### config.mk
export PLATFORM = sky130hd
export DESIGN_NAME = fifo_wr_arbiter
export DESIGN_NICKNAME = d
export VERILOG_FILES = /design/src/rtl/fifo_wr_arbiter.sv
export SDC_FILE = /design/constraint.sdc
export NUM_CORES = 1
export LEC_CHECK = 0
export BUFFER_PORTS_ARGS = -buffer_cell sky130_fd_sc_hd__buf_2
export CAP_MARGIN = 20
export CORE_MARGIN = 2
export CORE_UTILIZATION = 41
export DETAILED_ROUTE_END_ITERATION = 16
export PLACE_DENSITY = 0.95
export SETUP_SLACK_MARGIN = 0.15
export SYNTH_ARGS = -nofsm -noshare
export SYNTH_HDL_FRONTEND = slang
export SYNTH_SLANG_ARGS = --single-unit
### constraint.sdc
create_clock -name Clk -period 4.58 [get_ports Clk]
set_clock_uncertainty 0.15 [all_clocks]
set_input_delay 0.229 -clock Clk [delete_from_list [all_inputs] [get_ports Clk]]
set_output_delay 0.229 -clock Clk [all_outputs]
set_load 0.01 [all_outputs]
### src/rtl/fifo_wr_arbiter.sv
// Round-robin write-port arbiter that shares one FIFO/LIFO write port among NREQ producers.
// Optional Full-stall timeout release is enabled by defining ARB_FULL_TIMEOUT_EN.
module fifo_wr_arbiter #(
   parameter int unsigned NREQ      = 4,
   parameter int unsigned dat_width = 32,
   parameter int unsigned BURST     = 4,
   parameter int unsigned TIMEOUT   = 16
) (
   input  logic                      Clk,
   input  logic                      Rst_n,
   input  logic [NREQ-1:0]           Req,
   input  logic [NREQ*dat_width-1:0] Req_data,
   output logic [NREQ-1:0]           Ack,
   output logic [NREQ-1:0]           Grant,
   input  logic                      Buf_full,
   output logic                      Buf_wren,
   output logic [dat_width-1:0]      Buf_datain,
   output logic                      Busy
);

   localparam int unsigned PW = (NREQ > 1) ? $clog2(NREQ) : 1;

   localparam logic IDLE = 1'b0;
   localparam logic XFER = 1'b1;

   logic                 state_q, state_d;
   logic [NREQ-1:0]      grant_q, grant_d;
   logic [PW-1:0]        gidx_q, gidx_d;
   logic [PW-1:0]        last_q, last_d;
   logic [3:0]           cnt_q, cnt_d;

   logic                 req_g;
   logic                 wren;
   logic                 timeout_hit;
   logic [dat_width-1:0] data_g;

   logic [PW:0]          start;
   logic [2*NREQ-1:0]    req_dbl;
   logic [NREQ-1:0]      req_rot;
   logic [PW:0]          offset;
   logic [PW:0]          pick_sum;
   logic [PW-1:0]        pick_idx;

   // Select the granted requester's Req bit and data word.
   always_comb begin
      req_g  = 1'b0;
      data_g = '0;
      for (int unsigned i = 0; i < NREQ; i++) begin
         if (gidx_q == PW'(i)) begin
            req_g  = Req[i];
            data_g = Req_data[i*dat_width +: dat_width];
         end
      end
   end

   assign wren       = (state_q == XFER) & req_g & ~Buf_full;
   assign Buf_wren   = wren;
   assign Buf_datain = (state_q == XFER) ? data_g : '0;
   assign Ack        = wren ? grant_q : '0;
   assign Grant      = grant_q;
   assign Busy       = (state_q == XFER);

   // Rotate requests so the slot after the last-served one sits at bit 0, then take the lowest.
   always_comb begin
      start = {1'b0, last_q} + 1'b1;
      if (start >= (PW+1)'(NREQ)) begin
         start = '0;
      end
      req_dbl = {Req, Req} >> start;
      req_rot = req_dbl[NREQ-1:0];
      offset  = '0;
      for (int i = NREQ - 1; i >= 0; i--) begin
         if (req_rot[i]) begin
            offset = (PW+1)'(i);
         end
      end
      pick_sum = start + offset;
      if (pick_sum >= (PW+1)'(NREQ)) begin
         pick_sum = pick_sum - (PW+1)'(NREQ);
      end
      pick_idx = pick_sum[PW-1:0];
   end

`ifdef ARB_FULL_TIMEOUT_EN
   localparam int unsigned TW = $clog2(TIMEOUT + 1);

   logic [TW-1:0] stall_q, stall_d;

   always_comb begin
      stall_d     = stall_q;
      timeout_hit = 1'b0;
      if (state_q == IDLE || wren) begin
         stall_d = '0;
      end else if (Buf_full && req_g) begin
         stall_d = stall_q + 1'b1;
         if (stall_d == TW'(TIMEOUT)) begin
            timeout_hit = 1'b1;
         end
      end
   end

   always_ff @(posedge Clk or negedge Rst_n) begin
      if (!Rst_n) begin
         stall_q <= '0;
      end else begin
         stall_q <= stall_d;
      end
   end
`else
   localparam int unsigned unused_timeout = TIMEOUT;

   assign timeout_hit = 1'b0;
`endif

   always_comb begin
      state_d = state_q;
      grant_d = grant_q;
      gidx_d  = gidx_q;
      last_d  = last_q;
      cnt_d   = cnt_q;
      case (state_q)
         IDLE: begin
            if (|Req) begin
               state_d = XFER;
               grant_d = NREQ'(1) << pick_idx;
               gidx_d  = pick_idx;
               cnt_d   = '0;
            end
         end
         XFER: begin
            if (wren) begin
               cnt_d = cnt_q + 1'b1;
            end
            if (!req_g || (wren && cnt_d == 4'(BURST)) || timeout_hit) begin
               state_d = IDLE;
               grant_d = '0;
               last_d  = gidx_q;
               cnt_d   = '0;
            end
         end
         default: begin
            state_d = IDLE;
            grant_d = '0;
         end
      endcase
   end

   always_ff @(posedge Clk or negedge Rst_n) begin
      if (!Rst_n) begin
         state_q <= IDLE;
         grant_q <= '0;
         gidx_q  <= '0;
         last_q  <= PW'(NREQ - 1);
         cnt_q   <= '0;
      end else begin
         state_q <= state_d;
         grant_q <= grant_d;
         gidx_q  <= gidx_d;
         last_q  <= last_d;
         cnt_q   <= cnt_d;
      end
   end

endmodule

==> flow_metrics.py, run 1 <==
metrics = {
    "cells_and_area": {
        "drive_gt1_share_pct": 66.2,
        "multi_input_area_um2": 1480,
        "diodes": 0,
        "regArea_um2": 329,
        "area_growth_pct": 49.2,
        "fill_cells": 354,
        "finish.utilization_pct": 64.1,
        "layout.nets": 482,
    },
    "place": {
        "hpwlAfterDp_mm": 5.42,
        "io_buffer_count": 176,
        "routabilityCongestion": 0.866,
    },
    "cts": {
        "clockRootBuffer": "clkbuf_8",
        "htreeDepth": 1,
        "clock_latency_ns": 0.25,
        "clockBufferDepth": 2,
        "cts.reportedPaths.clkPinSlew_ns": 0.06,
        "cts_buffers": 3,
        "cts_tree": "yes",
        "clock-sinks": 13,
        "postCtsSetupBuffers": 0,
    },
    "floorplanning": {
        "row_count": 24,
        "initial_utilization_pct": 42.9,
        "core-area_um2": 4410,
        "die_area_um2": 5180,
        "die_width_um": 72.0,
        "pin_count": 177,
        "die_y_um": 72.0,
    },
    "grt": {
        "first_global_vias": 2171,
        "track_usage_pct": 23.5,
        "grt_pass1_wl_mm": 9.66,
        "grt_max_degree": 43,
        "grt-ovfl-total": 0,
        "antenna_found_initial": 0,
    },
    "min_path": {
        "hp-class": "in2async",
    },
    "yosys": {
        "synth-seq-cells": 13,
        "ys_seq_area_share_pct": 17.3,
        "synth_cell_types": 42,
        "syn_area_um2": 1900,
        "ys_warn_count": 0,
        "postSynthNetCount": 313,
        "netlist_instances": 175,
        "syn_avg_cell_area_um2": 10.8,
    },
    "timing": {
        "maxSlewViolCount": 0,
        "post-route-period-util_pct": 61.1,
        "worstMarginPinSlew_ns": 1.05,
        "min_period_ns": 2.80,
        "finalHoldViolations": 0,
        "setup_viol": 0,
        "rsz0062_at_grt": "no",
        "slew_headroom_pct": 30.0,
        "fin_hold_ws_ns": 0.238,
        "fin_setup_tns_ns": 0,
        "max_clock_freq_mhz": 357,
    },
    "worst_setup_path": {
        "cp.arrival_ns": 2.42,
        "r2r_slack_ns": 2.07,
        "r2r.worst_path.cells": 9,
        "required_ns": 4.20,
        "crit_path_start_kind": "register",
        "crit_chain": "buf_4 -> mux4_2 -> nand2_1 -> nor2_1 -> and2_1 -> buf_2",
        "critPathMaxStageDelay_ns": 0.72,
        "setup.worst_path.end_class": "output pin",
        "cp_slowest_cell": "dfrtp_1",
        "rr_startpoint": "last_q[0]",
        "cp_max_fo": 21,
        "worstSetupPathType": "reg2out",
        "r2r_end": "Grant[0]",
    },
    "power_and_ir_drop": {
        "power.leakage_nw": 1.42,
        "power_density_nw_per_um2": 550,
        "irDropWorstVdd_uv": 303,
    },
    "routing": {
        "wirelength_met1_mm": 2.36,
        "avgViaCountPerCell": 5.53,
        "dr_wl_met3_um": 548,
        "topRoutingLayerUsed": "met4",
        "drt-initial-drc-count": 60,
        "drtPass1Iterations": 4,
        "wl_met2_mm": 3.48,
        "via_count": 2183,
        "wl_per_cell_um": 16.3,
        "drc_errors": 0,
        "wl_mm": 6.43,
        "ant_nets": 0,
    },
    "status": {
        "run_status": "completed",
    },
    "flow_run": {
        "maxCapViolations": 0,
    },
}
==> critical path, delay by kind of cell (launching register included) <==
| kind | cells | cell delay, ns |
|---|---|---|
| and+or+nand+nor | 3 | 0.63 |
| muxes | 1 | 0.30 |
| buffers and inverters | 2 | 0.51 |
| DFF | 1 | 0.72 |
==> worst max path at each step <==
stage,startpoint,endpoint,slack (ns),cells past startpoint
after global placement,gidx_q[1],Ack[0],2.11,6
final,gidx_q[1],Ack[0],1.78,6
after floorplan,last_q[0],Grant[2],2.27,10
after detailed placement,gidx_q[1],Ack[0],2.03,6
after CTS,gidx_q[1],Ack[0],1.74,6
after global routing,gidx_q[1],Ack[0],1.56,6
==> area by class of cell <==
class / instances / share of cell area [%]
multi-input cells: 145 / 52.2
repair buffers: 179 / 32.0
flip-flops and latches: 13 / 11.6
well taps: 52 / 2.30
clock buffers: 4 / 1.59
inverters: 2 / 0.265
==> state kept, by name, indices dropped and copies added (netlist names) <==
register,flops
cnt_q,4
gidx_q,2
Grant,4
Busy,1
last_q,2
==> cell usage in the layout (no fill, tap or decap), drive strengths merged, types with 3 or more instances in the layout <==
master	count
buf	178
and2b	3
mux4	33
clkbuf	4
nor2	9
a21oi	7
nand2	10
mux2	4
ha	3
o31ai	6
o21ai	7
dfrtp	11
and2	36
==> synthesized netlist by cell type <==
cell       instances  area share (%)
nor3b_1            2            0.79
a31o_2             1            0.46
o21bai_1           1            0.40
nand3_1            1            0.26
nand3b_1           1            0.40
and2b_1            1            0.40
and3_4             1            0.59
a22o_1             1            0.46
buf_2              4             1.1
nand2_1           10             2.0
a21o_1             1            0.40
a21oi_1            7             1.8
nor4_1             1            0.33
and2b_2            1            0.46
and3_1             1            0.33
nor2_1             9             1.8
nand2b_1           2            0.66
o31ai_2            1            0.66
ha_1               3             2.0
buf_6              3             1.8
o22ai_1            1            0.33
clkbuf_1           8             1.6
xnor2_1            2            0.92
and2b_4            1            0.53
and2_1            36              12
a311o_1            1            0.53
or3_1              2            0.66
o21ai_0            6             1.6
dfstp_2            2             2.8
inv_1              2            0.40
xor2_1             1            0.46
o21ai_1            1            0.26
a211oi_1           1            0.40
a31oi_1            1            0.33
o311a_1            1            0.53
dfrtp_1           11              15
o41ai_1            1            0.46
mux2_2             4             2.4
a2bb2oi_1          2            0.92
o31ai_1            5             2.0
mux4_2            33              39
or2_2              1            0.33
==> cell families after synthesis <==
kind of cell             Yosys count  share of synthesized area (%)
AND/OR/NAND/NOR                   70                           21.4
multiplexers                      37                           41.6
AO/OA/AOI/OAI                     32                           11.6
buffers and inverters             17                           4.82
flip-flops                        13                           17.3
XOR/XNOR                           3                           1.39
adder cells (fa/ha/maj)            3                           1.98
==> what timing repair did <==
action                                 CTS  global route
hold buffers                             1             0
resized for setup                        0             0
endpoints found under the hold margin   13             0
==> metal layers <==
layer | GRT usage (%) | vias up
met5 | 0 | -
met4 | 4.40 | 0
met3 | 3.61 | 5
met2 | 45.1 | 127
met1 | 28.0 | 1032
li1 | - | 1019
==> stage by stage <==
stage,total power [W],instance area [µm²],setup slack (ns),std cells
6_report,0.00155,2830,1.78,395
5_1_grt,0.00168,2830,1.56,395
4_1_cts,0.00157,2830,1.74,395
3_5_place_dp,0.00146,2770,2.03,390
3_3_place_gp,0.00142,2770,2.11,390
2_1_floorplan,0.00113,1900,2.27,175
==> report_power, final <==
part | switching [W] | internal (W) | total, W
sequential | 0.000134 | 0.000159 | 0.000292
combinational | 0.000502 | 0.000658 | 0.00116
clock | 0.0000416 | 0.0000615 | 0.000103
total | 0.000677 | 0.000878 | 0.00155
No activity file was read; power rests on OpenSTA's default activity.
==> inputs of run 2 (changes only) <==
CORE_UTILIZATION = 38   (was 41)
PLACE_DENSITY = 0.91   (was 0.95)
clock period = 2.7 ns   (was 4.58 ns; I/O delays follow)
==> flow_metrics.py, run 2 (same netlist as run 1, synthesis figures left out) <==
metrics = {
    "status": {
        "run_status": "completed",
    },
    "timing": {
        "slew_headroom_pct": 58.8,
        "min_period_ns": 2.32,
        "setup_viol": 0,
        "maxSlewViolCount": 0,
        "worstMarginPinSlew_ns": 0.618,
        "post-route-period-util_pct": 85.9,
        "rsz0062_at_grt": "no",
        "max_clock_freq_mhz": 431,
        "finalHoldViolations": 0,
        "fin_setup_tns_ns": 0,
    },
    "floorplanning": {
        "core-area_um2": 4750,
        "die_area_um2": 5570,
        "die_width_um": 74.6,
        "pin_count": 177,
        "initial_utilization_pct": 39.9,
        "row_count": 25,
        "die_y_um": 74.6,
    },
    "routing": {
        "via_count": 2207,
        "drc_errors": 0,
        "wl_mm": 6.53,
        "avgViaCountPerCell": 5.32,
        "wl_per_cell_um": 15.7,
        "drt-initial-drc-count": 90,
        "drtPass1Iterations": 4,
        "ant_nets": 0,
    },
    "worst_setup_path": {
        "setup.worst_path.end_class": "register",
        "cp_max_fo": 4,
        "cp.arrival_ns": 2.31,
        "r2r_slack_ns": 0.38,
        "worstSetupPathType": "reg2reg",
        "rr_startpoint": "last_q[0]",
        "r2r.worst_path.cells": 9,
        "crit_path_start_kind": "register",
        "r2r_end": "Grant[2]",
        "required_ns": 2.70,
    },
    "grt": {
        "grt_pass1_wl_mm": 9.39,
        "track_usage_pct": 21.8,
        "grt_max_degree": 25,
        "first_global_vias": 2144,
        "antenna_found_initial": 1,
        "grt-ovfl-total": 0,
    },
    "flow_run": {
        "maxCapViolations": 0,
    },
    "power_and_ir_drop": {
        "total_power_w": 0.00272,
        "power_density_nw_per_um2": 937,
        "power.leakage_nw": 1.44,
        "irDropWorstVdd_uv": 532,
    },
    "cts": {
        "cts_tree": "yes",
        "clockBufferDepth": 2,
        "cts_buffers": 3,
        "htreeDepth": 1,
        "clock_latency_ns": 0.23,
        "clock-sinks": 13,
        "cts.reportedPaths.clkPinSlew_ns": 0.05,
        "clockRootBuffer": "clkbuf_8",
    },
    "cells_and_area": {
        "layout.cells.most_common_list": "176 x buf_2, 36 x and2_1, 33 x mux4_2",
        "area_growth_pct": 52.9,
        "fill_cells": 417,
        "fin_area_um2": 2900,
        "drive_gt1_share_pct": 67.1,
        "final_common_cell": "buf_2",
        "layout.nets": 486,
    },
    "place": {
        "hpwlAfterDp_mm": 5.50,
        "postPlaceCellArea_um2": 2820,
        "routabilityCongestion": 0.837,
        "io_buffer_count": 176,
    },
    "min_path": {
        "hp-class": "in2async",
    },
}
run 2: worst max path at each step:
| stage | startpoint | end | slack (ns) | cells past startpoint |
|---|---|---|---|---|
| 2_1_floorplan | last_q[0] | Grant[2] | 0.39 | 10 |
| 3_3_place_gp | last_q[0] | Grant[2] | 0.26 | 9 |
| 3_5_place_dp | last_q[0] | Grant[0] | 0.20 | 9 |
| 4_1_cts | last_q[0] | Grant[0] | 0.18 | 9 |
| 5_1_grt | last_q[0] | Grant[0] | 0.20 | 9 |
| 6_report | last_q[0] | Grant[2] | 0.38 | 9 |
run 2: power breakdown:
group          internal [W]  switching [W]  leakage (nW)
clock              0.000104      0.0000654        0.0228
sequential         0.000273      0.0000887         0.164
combinational       0.00117        0.00102          1.25
run 2: timing repair:
| item | in CTS | in global routing |
|---|---|---|
| buffers inserted | 0 | 1 |
| gates resized for setup | 0 | 3 |
| hold buffers | 1 | 0 |
| endpoints found under the setup margin | 0 | 5 |
| endpoints found under the hold margin | 13 | 0 |
run 2: critical path: stages, from the launching register on:
cell and delay [ns]:
dfstp_2 0.57, ha_4 0.14, nand2_1 0.06, a21oi_1 0.15, nor2_1 0.05, a21oi_1 0.12, a21oi_1 0.08, ha_1 0.31
or3_1 0.40, o31ai_1 0.19
run 2: per-stage QoR:
| stage | hold slack, ns | util, % | std cells | setup slack [ns] |
|---|---|---|---|---|
| after global placement | -0.114 | 59.2 | 408 | 0.261 |
| after floorplan | -0.311 | - | 175 | 0.390 |
| final | 0.170 | 60.9 | 415 | 0.381 |
| after CTS | 0.164 | 60.4 | 413 | 0.178 |
| after detailed placement | -0.106 | 59.2 | 408 | 0.202 |
| after global routing | 0.184 | 60.9 | 414 | 0.203 |
run 2: layer usage:
layer | up-vias | share of wire, % | track usage [%]
li1 | 1028 | - | -
met1 | 1058 | 34 | 24.2
met2 | 117 | 56 | 43.5
met3 | 4 | 8.7 | 3.61
met4 | 0 | 0.81 | 4.37
met5 | - | 0 | 0
run 2: layout make-up:
cell class              count  area [µm²]  share of cell area [%]
diodes                      1        2.50                  0.0864
inverters                   2        7.51                   0.259
multi-input cells         145        1490                    51.6
repair buffers            183         936                    32.3
clock buffers               4        45.0                    1.55
well taps                  67        83.8                    2.89
flip-flops and latches     13         329                    11.4
